[config.mk]
export PLATFORM = sky130hd
export DESIGN_NAME = pitch_score_sequencer
export DESIGN_NICKNAME = d
export VERILOG_FILES = /design/src/rtl/pitch_score_pkg.sv /design/src/rtl/pitch_score_calc.sv /design/src/rtl/pitch_score_sequencer.sv
export SDC_FILE = /design/constraint.sdc
export NUM_CORES = 1
export LEC_CHECK = 0
export ABC_CLOCK_PERIOD_IN_PS = 9000
export BUFFER_PORTS_ARGS = -buffer_cell sky130_fd_sc_hd__clkbuf_2
export CORE_MARGIN = 5
export CORE_UTILIZATION = 32
export DETAILED_ROUTE_END_ITERATION = 10
export GPL_TIMING_DRIVEN = 0
export PLACE_DENSITY = 0.58
export SYNTH_ARGS = -nofsm -noshare
export SYNTH_HDL_FRONTEND = slang
export SYNTH_SLANG_ARGS = --single-unit
[constraint.sdc]
create_clock -name clk -period 9 [get_ports clk]
set_clock_uncertainty 0.2 [all_clocks]
set_input_delay 1.35 -clock clk [delete_from_list [all_inputs] [get_ports clk]]
set_output_delay 1.35 -clock clk [all_outputs]
set_load 0.02 [all_outputs]
[src/rtl/pitch_score_pkg.sv]
// Shared constants and FSM state type for the pitch score sequencer.
package pitch_score_pkg;

  localparam int FREQ_W    = 15;
  localparam int SCORE_W   = 4;
  localparam int SCORE_MAX = 15;

  typedef enum logic [2:0] {
    IDLE,
    POP,
    WAIT,
    SCORE,
    ACCUM,
    REPORT
  } pss_state_t;

endpackage

[src/rtl/pitch_score_calc.sv]
// Combinational mapping of a sung/reference frequency pair to a 0..15 match
// score: the absolute difference is coarsened by DIFF_SHIFT and subtracted
// from the maximum score, saturating at zero for large misses.
module pitch_score_calc #(
  parameter int FREQ_W     = pitch_score_pkg::FREQ_W,
  parameter int DIFF_SHIFT = 2
) (
  input  logic [FREQ_W-1:0]                  song_freq,
  input  logic [FREQ_W-1:0]                  ref_freq,
  output logic [pitch_score_pkg::SCORE_W-1:0] score
);
  import pitch_score_pkg::*;

  logic [FREQ_W-1:0] diff;
  logic [FREQ_W-1:0] coarse;

  // Unsigned |song - ref|, shifted, then clamped into the score range.
  always_comb begin
    diff   = (song_freq >= ref_freq) ? (song_freq - ref_freq) : (ref_freq - song_freq);
    coarse = diff >> DIFF_SHIFT;
    if (coarse > FREQ_W'(SCORE_MAX)) begin
      score = '0;
    end else begin
      score = SCORE_W'(SCORE_MAX) - coarse[SCORE_W-1:0];
    end
  end

endmodule

[src/rtl/pitch_score_sequencer.sv]
// Drains the song and reference pitch FIFOs in lockstep, scores each pair and
// publishes the average score of every 2^WINDOW_LOG2-sample window.
// Optional feature macro: PITCH_SCORE_SILENCE_SKIP_EN (drop pairs whose
// reference word is 0, so rests never touch the window).
module pitch_score_sequencer #(
  parameter int FREQ_W      = pitch_score_pkg::FREQ_W,
  parameter int WINDOW_LOG2 = 4,
  parameter int DIFF_SHIFT  = 2,
  parameter int WAIT_MAX    = 4
) (
  input  logic                                clk,
  input  logic                                rst,
  input  logic                                enable,
  input  logic                                song_empty,
  output logic                                song_rd_en,
  input  logic [FREQ_W-1:0]                   song_dout,
  input  logic                                song_valid,
  input  logic                                ref_empty,
  output logic                                ref_rd_en,
  input  logic [FREQ_W-1:0]                   ref_dout,
  input  logic                                ref_valid,
  output logic [pitch_score_pkg::SCORE_W-1:0] score_avg,
  output logic                                score_ready,
  output logic                                seq_error
);
  import pitch_score_pkg::*;

  localparam int SUM_W  = SCORE_W + WINDOW_LOG2;
  localparam int WAIT_W = $clog2(WAIT_MAX + 1);
  localparam logic [WAIT_W-1:0] WAIT_LAST = WAIT_W'(WAIT_MAX - 1);

  pss_state_t state, next_state;

  logic [FREQ_W-1:0]      song_word;
  logic [FREQ_W-1:0]      ref_word;
  logic [SCORE_W-1:0]     calc_score;
  logic [SCORE_W-1:0]     score_reg;
  logic [SUM_W-1:0]       sum;
  logic [SUM_W-1:0]       new_sum;
  logic [WINDOW_LOG2-1:0] cnt;
  logic [WAIT_W-1:0]      wait_cnt;
  logic                   both_valid;
  logic                   wait_fail;
  logic                   window_full;

  pitch_score_calc #(
    .FREQ_W     (FREQ_W),
    .DIFF_SHIFT (DIFF_SHIFT)
  ) u_calc (
    .song_freq (song_word),
    .ref_freq  (ref_word),
    .score     (calc_score)
  );

  // Shared decode: read-data handshake result, window-full flag, next sum.
  always_comb begin
    both_valid  = song_valid && ref_valid;
    wait_fail   = (state == WAIT) && !both_valid &&
                  (song_valid || ref_valid || (wait_cnt == WAIT_LAST));
    window_full = &cnt;
    new_sum     = sum + SUM_W'(score_reg);
  end

  // State register with synchronous active-low reset.
  always_ff @(posedge clk) begin
    if (!rst) begin
      state <= IDLE;
    end else begin
      state <= next_state;
    end
  end

  // Next-state logic for the pop / wait / score / accumulate sequence.
  always_comb begin
    next_state = state;
    case (state)
      IDLE: begin
        if (enable && !song_empty && !ref_empty) begin
          next_state = POP;
        end
      end
      POP: begin
        next_state = WAIT;
      end
      WAIT: begin
        if (both_valid) begin
          next_state = SCORE;
        end else if (wait_fail) begin
          next_state = IDLE;
        end
      end
      SCORE: begin
`ifdef PITCH_SCORE_SILENCE_SKIP_EN
        if (ref_word == '0) begin
          next_state = IDLE;
        end else begin
          next_state = ACCUM;
        end
`else
        next_state = ACCUM;
`endif
      end
      ACCUM: begin
        next_state = window_full ? REPORT : IDLE;
      end
      REPORT: begin
        next_state = IDLE;
      end
      default: begin
        next_state = IDLE;
      end
    endcase
  end

  // Registered outputs and datapath; strobes are decoded from next_state so
  // they line up with the state they belong to.
  always_ff @(posedge clk) begin
    if (!rst) begin
      song_rd_en  <= 1'b0;
      ref_rd_en   <= 1'b0;
      score_ready <= 1'b0;
      score_avg   <= '0;
      seq_error   <= 1'b0;
      song_word   <= '0;
      ref_word    <= '0;
      score_reg   <= '0;
      sum         <= '0;
      cnt         <= '0;
      wait_cnt    <= '0;
    end else begin
      song_rd_en  <= (next_state == POP);
      ref_rd_en   <= (next_state == POP);
      score_ready <= (next_state == REPORT);

      if (state == WAIT) begin
        wait_cnt <= wait_cnt + WAIT_W'(1);
      end else begin
        wait_cnt <= '0;
      end

      if ((state == WAIT) && both_valid) begin
        song_word <= song_dout;
        ref_word  <= ref_dout;
      end

      if (wait_fail) begin
        seq_error <= 1'b1;
      end

      if (state == SCORE) begin
        score_reg <= calc_score;
      end

      if (state == ACCUM) begin
        cnt <= cnt + WINDOW_LOG2'(1);
        if (window_full) begin
          score_avg <= new_sum[SUM_W-1 -: SCORE_W];
          sum       <= '0;
        end else begin
          sum <= new_sum;
        end
      end
    end
  end

endmodule
==> results.cfg <==
[status]
status = finished, final reports clean

[synthesis]
synthesis.area_um2 = 3790
synth_largest_area_cell = dfxtp_1
avgSynthCellArea_um2 = 8.00
synth_top_area_share_pct = 31.1
ys_warn_count = 0
synth_ff_type = dfxtp_1
async_reset_ff_share_pct = 0
synth_edf_count = 0
ys_ff_latch = 59
postSynthNetCount = 548
ys_seq_area_share_pct = 31.1
synth_cell_types = 57
yosys-top-cells-area = dfxtp_1 (31%), ha_1 (12%), nand2_1 (8.1%)
synth_cells = 474

[place]
dp_hpwl_um = 7710
globalplace.congestion = 0.853
port_buffers = 44

[setup_path]
crit_top_cell = o21ai_1
worstSetupStartpointType = register
crit_path_max_fanout = 7
path_class = reg2reg
slowest_stage = dfxtp_1
arrival_ns = 3.43
crit_start = song_word[11]
path_cells = inv_1 -> ha_1 -> and3_1 -> a221o_1 -> o21ai_1 -> nand3_1 -> o211a_1 -> o41ai_1 -> xnor2_1 -> nand4b_1 -> o21ai_1
crit_required_ns = 9.05
cpPeakStageDelay_ns = 0.40
critical-path-top-delay-family = compound AO/OA/AOI/OAI gates
cp_num_buf_inv = 1
critPathCaptureType = register
r2r-start = song_word[11]

[layout]
n_antenna_cell = 0
drive_gt1_share_pct = 12.8
filler_cell_count = 1185
final_common_cell = nand2_1
final_cell_mix = nand2_1 (82), dfxtp_1 (59), clkbuf_2 (44), inv_1 (37), ha_1 (36)
largestRegisters = ref_word: 15 flops, song_word: 15 flops, sum: 8 flops
nets = 603
syn_to_final_growth_pct = 18.9

[floorplan]
die_w_um = 119
rows = 39
fp.dieArea_um2 = 14100
die_h_um = 119
core-area_um2 = 11500
start_util_pct = 32.9
io_pins = 45

[sta]
setup_tns_ns = 0
slew_headroom_pct = 63.6
rsz0062_at_grt = no
min_period_ns = 3.37
final-hold-violation-count = 0
max_clock_freq_ghz = 0.296
setup_violations = 0
tightest_slew_ns = 0.546
period_share_pct = 37.5
finalMaxSlewViolations = 0

[cts]
tritoncts = yes
ctsLongestPathBuffers = 2
postCtsSetupBuffers = 0
clock_latency_ns = 0.32
cts-resized-gates = 0
clkSlewWorstSetupHoldPaths_ns = 0.05
htree_levels = 3
numClockSinks = 59
cts_buffers = 9
cts_hold_buffers = 0
clock-root-buffer = clkbuf_16

[drt]
dr.pass1.iters = 5
drc = 0
wl_per_cell_um = 14.3
final_antenna_net_count = 0
num_vias = 3448
dr.first_iter.drc_count = 219
viasPerCell = 5.11
routed_wl_um = 9650

[pwr]
power.total_mw = 0.675
ir_worst_vdd_v = 0.000127
powerDensity_nw_per_um2 = 150
leakagePower_nw = 1.87

[global_route]
grt_max_degree = 11
overflow = 0
grt_usage_pct = 13.9
antenna_found_initial = 0
grt_pass1_wl_um = 15900
first_global_vias = 3207

[hold_path]
hold_class = reg2reg
hp-start = wait_cnt[0]

[flow_run]
maxCapViolCount = 0
[where the power goes]
| group | switching (mW) | internal [mW] |
|---|---|---|
| logic | 0.0246 | 0.0222 |
| clock network | 0.110 | 0.254 |
| registers | 0.00117 | 0.263 |
[metal layers]
layer | track usage (%) | part of all wire (%) | wire [µm]
met1 | 19.1 | 49 | 4730
met2 | 21.5 | 46 | 4430
met3 | 2.37 | 3.4 | 324
met4 | 5.50 | 1.7 | 165
met5 | 0 | 0 | 0
[final cells by class]
cell class / count / area, µm² / share of cell area (%)
Sequential cell: 59 / 1180 / 26.2
Clock inverter: 2 / 60.1 / 1.33
Tap cell: 143 / 179 / 3.97
Inverter: 37 / 139 / 3.08
Buffer: 23 / 103 / 2.28
Timing Repair Buffer: 44 / 220 / 4.88
Clock buffer: 12 / 256 / 5.69
Multi-Input combinational cell: 355 / 2370 / 52.6
[cells in the mapped netlist, types with 3 or more instances]
library cell and count:
nor2_1 22, nor2b_1 14, xor2_1 6, o31a_1 6
or3_1 5, nand2b_1 7, mux2i_1 6, and2_1 6
xnor2_1 11, o21ai_0 10, clkbuf_1 17, inv_1 37
a22oi_1 5, dfxtp_1 59, nor3_1 6, a211oi_1 3
and3_1 8, nand3_1 8, ha_1 36, a21boi_0 32
a21o_1 8, buf_2 4, o211a_1 5, a21oi_1 25
nand4_1 3, o21ai_1 5, nand2_1 82
[worst paths after layout]
| kind | endpoint | slack [ns] | cells past startpoint |
|---|---|---|---|
| setup reg to reg | score_reg[3] | 5.63 | 11 |
| hold / removal | wait_cnt[0] | 0.24 | 1 |
| setup / recovery | score_reg[3] | 5.63 | 11 |
| hold reg to reg | wait_cnt[0] | 0.24 | 1 |
[metrics by stage]
stage | std cells | hold WS, ns | setup slack, ns | cell area, µm² | util (%)
2_1_floorplan | 474 | 0.205 | 6.05 | 3790 | -
3_5_place_dp | 661 | 0.232 | 5.66 | 4190 | 36.4
6_report | 675 | 0.239 | 5.63 | 4510 | 39.2
3_3_place_gp | 661 | 0.220 | 5.68 | 4190 | 36.4
4_1_cts | 675 | 0.242 | 5.63 | 4510 | 39.2
5_1_grt | 675 | 0.261 | 5.43 | 4510 | 39.2
[logic make-up after synthesis]
family          Yosys count  synth area share (%)
fa+ha+maj                37                  12.4
flops                    59                  31.1
compound gates          125                  23.3
buf+inv                  60                  6.37
xor+xnor                 17                  3.92
simple gates            169                  21.0
mux                       7                  1.88
Power figures use the tool's default switching activity.
